### src/rtl/dds_pkg.sv
// Shared definitions for the DDS sample chain: sequencer state encoding and default data width.
package dds_pkg;

    localparam int DW_DEFAULT = 10;

    localparam logic [2:0] IDLE      = 3'd0;
    localparam logic [2:0] ADC_START = 3'd1;
    localparam logic [2:0] ADC_WAIT  = 3'd2;
    localparam logic [2:0] PHASE     = 3'd3;
    localparam logic [2:0] ROM_WAIT  = 3'd4;
    localparam logic [2:0] OUTPUT    = 3'd5;

endpackage

### src/rtl/tick_gen.sv
// Sample-rate divider: one registered tick pulse every DIV cycles while enabled.
module tick_gen #(
    parameter int DIV = 5000
) (
    input  logic sysclk,
    input  logic reset,
    input  logic enable,
    output logic tick
);

    localparam int CW = $clog2(DIV);

    logic [CW-1:0] cnt_reg;
    logic          tick_reg;

    // Disabling parks the counter at 0 so the next tick is a full period after re-enable.
    always_ff @(posedge sysclk) begin
        if (reset) begin
            cnt_reg  <= '0;
            tick_reg <= 1'b0;
        end else if (!enable) begin
            cnt_reg  <= '0;
            tick_reg <= 1'b0;
        end else if (cnt_reg == CW'(DIV - 1)) begin
            cnt_reg  <= '0;
            tick_reg <= 1'b1;
        end else begin
            cnt_reg  <= cnt_reg + 1'b1;
            tick_reg <= 1'b0;
        end
    end

    assign tick = tick_reg;

endmodule

### src/rtl/sample_sequencer.sv
// Per-sample controller: tick -> ADC conversion -> frequency latch -> phase step -> ROM read -> DAC load.
module sample_sequencer
    import dds_pkg::*;
#(
    parameter int DIV         = 5000,
    parameter int ADC_TIMEOUT = 2000,
    parameter int ROM_LAT     = 1,
    parameter int DW          = DW_DEFAULT
) (
    input  logic          sysclk,
    input  logic          reset,
    input  logic          enable,
    output logic          sample_tick,
    output logic          adc_start,
    input  logic          adc_data_valid,
    input  logic [DW-1:0] adc_data,
    output logic [DW-1:0] freq_word,
    output logic [DW-1:0] rom_addr,
    input  logic [DW-1:0] rom_data,
    output logic [DW-1:0] dac_data,
    output logic          dac_load,
    output logic          busy,
    output logic          overrun,
    output logic          adc_timeout
);

    localparam int TW = $clog2(ADC_TIMEOUT + 1);

    logic [2:0]    state_reg, state_next;
    logic [TW-1:0] tmo_reg;
    logic [2:0]    rom_cnt_reg;
    logic          dv_prev_reg;
    logic [DW-1:0] freq_reg, addr_reg, dac_reg;
    logic          overrun_reg, timeout_reg;

    logic dv_edge, tmo_done, rom_done;

    tick_gen #(.DIV(DIV)) u_tick_gen (
        .sysclk (sysclk),
        .reset  (reset),
        .enable (enable),
        .tick   (sample_tick)
    );

    // Previous level is tracked every cycle, so a level already high on entry to ADC_WAIT is ignored.
    assign dv_edge  = adc_data_valid & ~dv_prev_reg;
    assign tmo_done = (tmo_reg == TW'(ADC_TIMEOUT - 1));
    assign rom_done = (rom_cnt_reg == 3'(ROM_LAT - 1));

    always_comb begin
        state_next = state_reg;
        case (state_reg)
            IDLE:      if (sample_tick) state_next = ADC_START;
            ADC_START: state_next = ADC_WAIT;
            ADC_WAIT:  if (dv_edge || tmo_done) state_next = PHASE;
            PHASE:     state_next = ROM_WAIT;
            ROM_WAIT:  if (rom_done) state_next = OUTPUT;
            OUTPUT:    state_next = IDLE;
            default:   state_next = IDLE;
        endcase
    end

    always_ff @(posedge sysclk) begin
        if (reset) begin
            state_reg   <= IDLE;
            tmo_reg     <= '0;
            rom_cnt_reg <= '0;
            dv_prev_reg <= 1'b0;
            freq_reg    <= '0;
            addr_reg    <= '0;
            dac_reg     <= '0;
            overrun_reg <= 1'b0;
            timeout_reg <= 1'b0;
        end else begin
            state_reg   <= state_next;
            dv_prev_reg <= adc_data_valid;
            if (sample_tick && state_reg != IDLE)
                overrun_reg <= 1'b1;
            case (state_reg)
                ADC_START: tmo_reg <= '0;
                ADC_WAIT: begin
                    if (dv_edge)
                        freq_reg <= adc_data;
                    else if (tmo_done)
                        timeout_reg <= 1'b1;
                    else
                        tmo_reg <= tmo_reg + 1'b1;
                end
                PHASE: begin
                    addr_reg    <= addr_reg + freq_reg;
                    rom_cnt_reg <= '0;
                end
                ROM_WAIT: rom_cnt_reg <= rom_cnt_reg + 1'b1;
                OUTPUT:   dac_reg <= rom_data;
                default: ;
            endcase
        end
    end

    // dac_data shows the new sample during the load cycle itself, then holds it.
    assign dac_data    = (state_reg == OUTPUT) ? rom_data : dac_reg;
    assign dac_load    = (state_reg == OUTPUT);
    assign adc_start   = (state_reg == ADC_START);
    assign busy        = (state_reg != IDLE);
    assign freq_word   = freq_reg;
    assign rom_addr    = addr_reg;
    assign overrun     = overrun_reg;
    assign adc_timeout = timeout_reg;

endmodule
### config.mk
export PLATFORM = sky130hd
export DESIGN_NAME = sample_sequencer
export DESIGN_NICKNAME = d
export VERILOG_FILES = /design/src/rtl/dds_pkg.sv /design/src/rtl/tick_gen.sv /design/src/rtl/sample_sequencer.sv
export SDC_FILE = /design/constraint.sdc
export NUM_CORES = 1
export LEC_CHECK = 0
export ABC_AREA = 1
export CORE_MARGIN = 8
export CORE_UTILIZATION = 55
export CTS_BUF_LIST = sky130_fd_sc_hd__clkbuf_8 sky130_fd_sc_hd__clkbuf_16
export DETAILED_ROUTE_END_ITERATION = 8
export GPL_ROUTABILITY_DRIVEN = 0
export GPL_TIMING_DRIVEN = 0
export PLACE_DENSITY = 0.82
export SYNTH_ARGS = -nofsm -noshare
export SYNTH_HDL_FRONTEND = slang
export SYNTH_SLANG_ARGS = --single-unit
### constraint.sdc
create_clock -name sysclk -period 3 [get_ports sysclk]
set_input_delay 0.45 -clock sysclk [delete_from_list [all_inputs] [get_ports sysclk]]
set_output_delay 0.45 -clock sysclk [all_outputs]
set_load 0.1 [all_outputs]
==> results.md <==
- Skew final: 0.00541 ns
- Total power: 2.03 mW
- Post-synthesis sequential area ratio: 0.382
- Die width: 94.1 microns
- N_diodes: 0
- Fin crit period: 2.86 ns
- Cell count after synthesis: 486
- Number of global-route vias before repair: 3,188
- CTS root buf: clkbuf_8
- Global Route met2 Usage: 0.348
- Post-synth ARST share: 0
- Critical path's top delay family: buffers and inverters
- Mapped Area: 3350 sq um
- CP Launch Type: register
- Relative slew margins: 0.343
- Routed via count: 3,273
- Pwr Density: 476 nW/um^2
- NumNets Final: 594
- Routed vias/inst: 5.15
- Setup bufs post-CTS: 0
- CP bufs+invs: 5
- Global Route Usage Sum: 0.202
- Initial antenna violation count: 0
- Distinct cells, synth: 35
- # hold bufs at CTS: 0
- Fin area: 4250 sq um
- DIE HEIGHT: 94.1 microns
- # port buffers: 59
- MaxCap Viol Count: 0
- Starting Density: 0.566
- Slew @ Worst Pin: 0.983 ns
- Number of synthesized flops with an enable pin: 0
- Worst hold slack: 0.468 ns
- Most frequent cells in the layout: 82 x nand2_1, 81 x nor2_1, 72 x inv_1
- Slew Viols, Final: 0
- Placed Area: 4040 sq um
- Slowest-stage cell, CP: dlygate4sd2_1
- Tcrit/Tclk final: 0.954
- Main synth FF type: dfxtp_1
- RR Endpoint: rom_addr[6]$_SDFFE_PP0N_
- Layout area overhead: 26.9%
- Max FFs per register: 13
- Arrival time worst endpoint: 2.41 ns
- Avg Inst Size Synth: 6.90 sq um
- Most common cell after layout, fill and taps aside: nand2_1
- Register bit total from synthesis: 64
- CTS tree: done
- Gr busiest metal: met2
- Fin. Hold Viols: 0
- Post-DP HPWL: 6150 microns
- Share of cells above drive strength 1: 0.0784
- Met1 Usage GRT: 0.228
- Worst path max stage delay: 0.89 ns
- YS warnings: 0
- Setup_tns: 0 ns
- R2R Setup Slk: 1.11 ns
- GR Layer Usage met3: 0.0496
- Fmax: 349 MHz
- Initial DRT Pass Iterations: 5
- Hold WC Path Type: register to register
- Largest buffer count on any clock path: 2
- Sink Count: 64
- Final Util: 0.718
- Worst reg2reg path depth: 9
- Worst Path Required: 2.55 ns
- Clock Pin Slew Worst Setup and Hold Paths: 0.07 ns
- Filler cell count: 459
- H-tree Lvls: 3
- Crit-path cells: inv_1 > nand3_1 > inv_2 > buf_2 > buf_2 > a21oi_1 > dlygate4sd2_1
- Routed WL: 8450 microns
- Outcome: finished clean
- Number of remaining DRC errors: 0
- RSZ-0062 raised after global routing: false
- Crit. Startpoint: state_reg[1]$_SDFFE_PP0P_
- CTS buffer count: 9
- First-pass GRT wire length: 14,400 microns
- Final ANT Viol Nets: 0
- Die Area: 8850 sq um
- DRT iter0 DRCs: 146
- Crit end category: primary output
- WL/cell: 13.3 microns
- Endpoints failing setup: 0
- Grt ovf: 0
- Core ar.: 5920 sq um
- Crit path kind: register to primary output
- Clk Latency, worst-skew pair: 0.34 ns
- CP dominant cell by count: buf_2
- VDD IR max: 400 uV
- P_leak: 1.86 nW
- Reg2Reg Launch Point: rom_addr[0]$_SDFFE_PP0N_
- Syn_nets: 524
- Setup crit end: dac_data[1]
- Largest net degree at the start of global routing: 11
- Worst path depth: 7
- Io pins: 60
- Rows: 28
- Crit path max fanout: 10
where the power goes:
part / switching [mW] / internal (mW) / leakage [nW]
registers: 0.0153 / 0.865 / 0.516
clock network: 0.333 / 0.531 / 0.125
logic: 0.195 / 0.0868 / 1.21
final cells by class:
type	instances	area, sq um	area share
multi-input cells	332	1720	0.404
well taps	75	93.8	0.0221
flip-flops and latches	64	1280	0.301
plain buffers	11	56.3	0.0132
clock inverters	4	67.6	0.0159
repair buffers	59	574	0.135
inverters	79	297	0.0697
clock buffers	12	165	0.0388
routing by layer:
layer,vias up,wire [microns]
met5,-,0
li1,1684,-
met4,0,147
met3,12,520
met2,107,4240
met1,1470,3540
how the worst min path moves through the flow:
stage	startpoint	to	slack (ns)	depth (start not counted)
CTS	u_tick_gen.cnt_reg[12]$_SDFF_PP0_	u_tick_gen.cnt_reg[12]$_SDFF_PP0_	0.47	2
finish	u_tick_gen.cnt_reg[12]$_SDFF_PP0_	u_tick_gen.cnt_reg[12]$_SDFF_PP0_	0.47	2
detailed placement	u_tick_gen.cnt_reg[12]$_SDFF_PP0_	u_tick_gen.cnt_reg[12]$_SDFF_PP0_	0.46	2
global placement	rom_cnt_reg[2]$_SDFFE_PP0P_	rom_cnt_reg[2]$_SDFFE_PP0P_	0.45	1
global route	u_tick_gen.cnt_reg[12]$_SDFF_PP0_	u_tick_gen.cnt_reg[12]$_SDFF_PP0_	0.50	2
floorplan	rom_cnt_reg[2]$_SDFFE_PP0P_	rom_cnt_reg[2]$_SDFFE_PP0P_	0.42	1
Yosys cell counts (2+ instances only):
master / number / share of area
a21oi_1: 39 / 0.058
buf_2: 5 / 0.0075
nor2_1: 81 / 0.091
or2_0: 7 / 0.013
clkbuf_1: 2 / 0.0022
nand2_2: 2 / 0.0037
nand3_1: 31 / 0.046
nor3_1: 6 / 0.0090
nand2_1: 82 / 0.092
dfxtp_1: 64 / 0.38
xor2_1: 7 / 0.018
o21ai_0: 20 / 0.030
inv_2: 8 / 0.0090
ha_1: 13 / 0.049
nor2_2: 2 / 0.0037
o211ai_1: 2 / 0.0045
inv_1: 70 / 0.078
buf_1: 2 / 0.0022
o21ai_1: 3 / 0.0045
nand3_2: 2 / 0.0060
xnor2_1: 4 / 0.010
nand4_1: 6 / 0.011
or2_2: 5 / 0.0093
nand3b_1: 3 / 0.0067
a211oi_1: 10 / 0.022
worst reg2reg max path: cells and delay by family (launching register included):
kind | cells | cell delay [ns]
AND/OR/NAND/NOR | 4 | 0.38
flip-flops | 1 | 0.36
buffers and inverters | 2 | 0.12
AO/OA/AOI/OAI | 1 | 0.28
adder cells (fa/ha/maj) | 2 | 0.65
metrics by stage:
step / std cells / setup slack (ns)
4_1_cts: 636 / 0.0806
3_3_place_gp: 620 / 0.268
3_5_place_dp: 620 / 0.184
5_1_grt: 636 / 0.000618
2_1_floorplan: 486 / -0.0614
6_report: 636 / 0.138
cell families (layout without fill, tap and decap cells):
logic type               Yosys count  after routing  synth area share
AND/OR/NAND/NOR                  231            231             0.305
flip-flops                        64             64             0.382
XOR/XNOR                          11             11            0.0287
AO/OA/AOI/OAI                     76             76             0.124
adder cells (fa/ha/maj)           14             14            0.0545
buffers and inverters             90            165             0.105
timing repair:
item,in CTS,in global routing
setup endpoints to repair,11,2
hold endpoints to repair,0,0
gates resized for setup,11,3
Power figures use the tool's default switching activity.
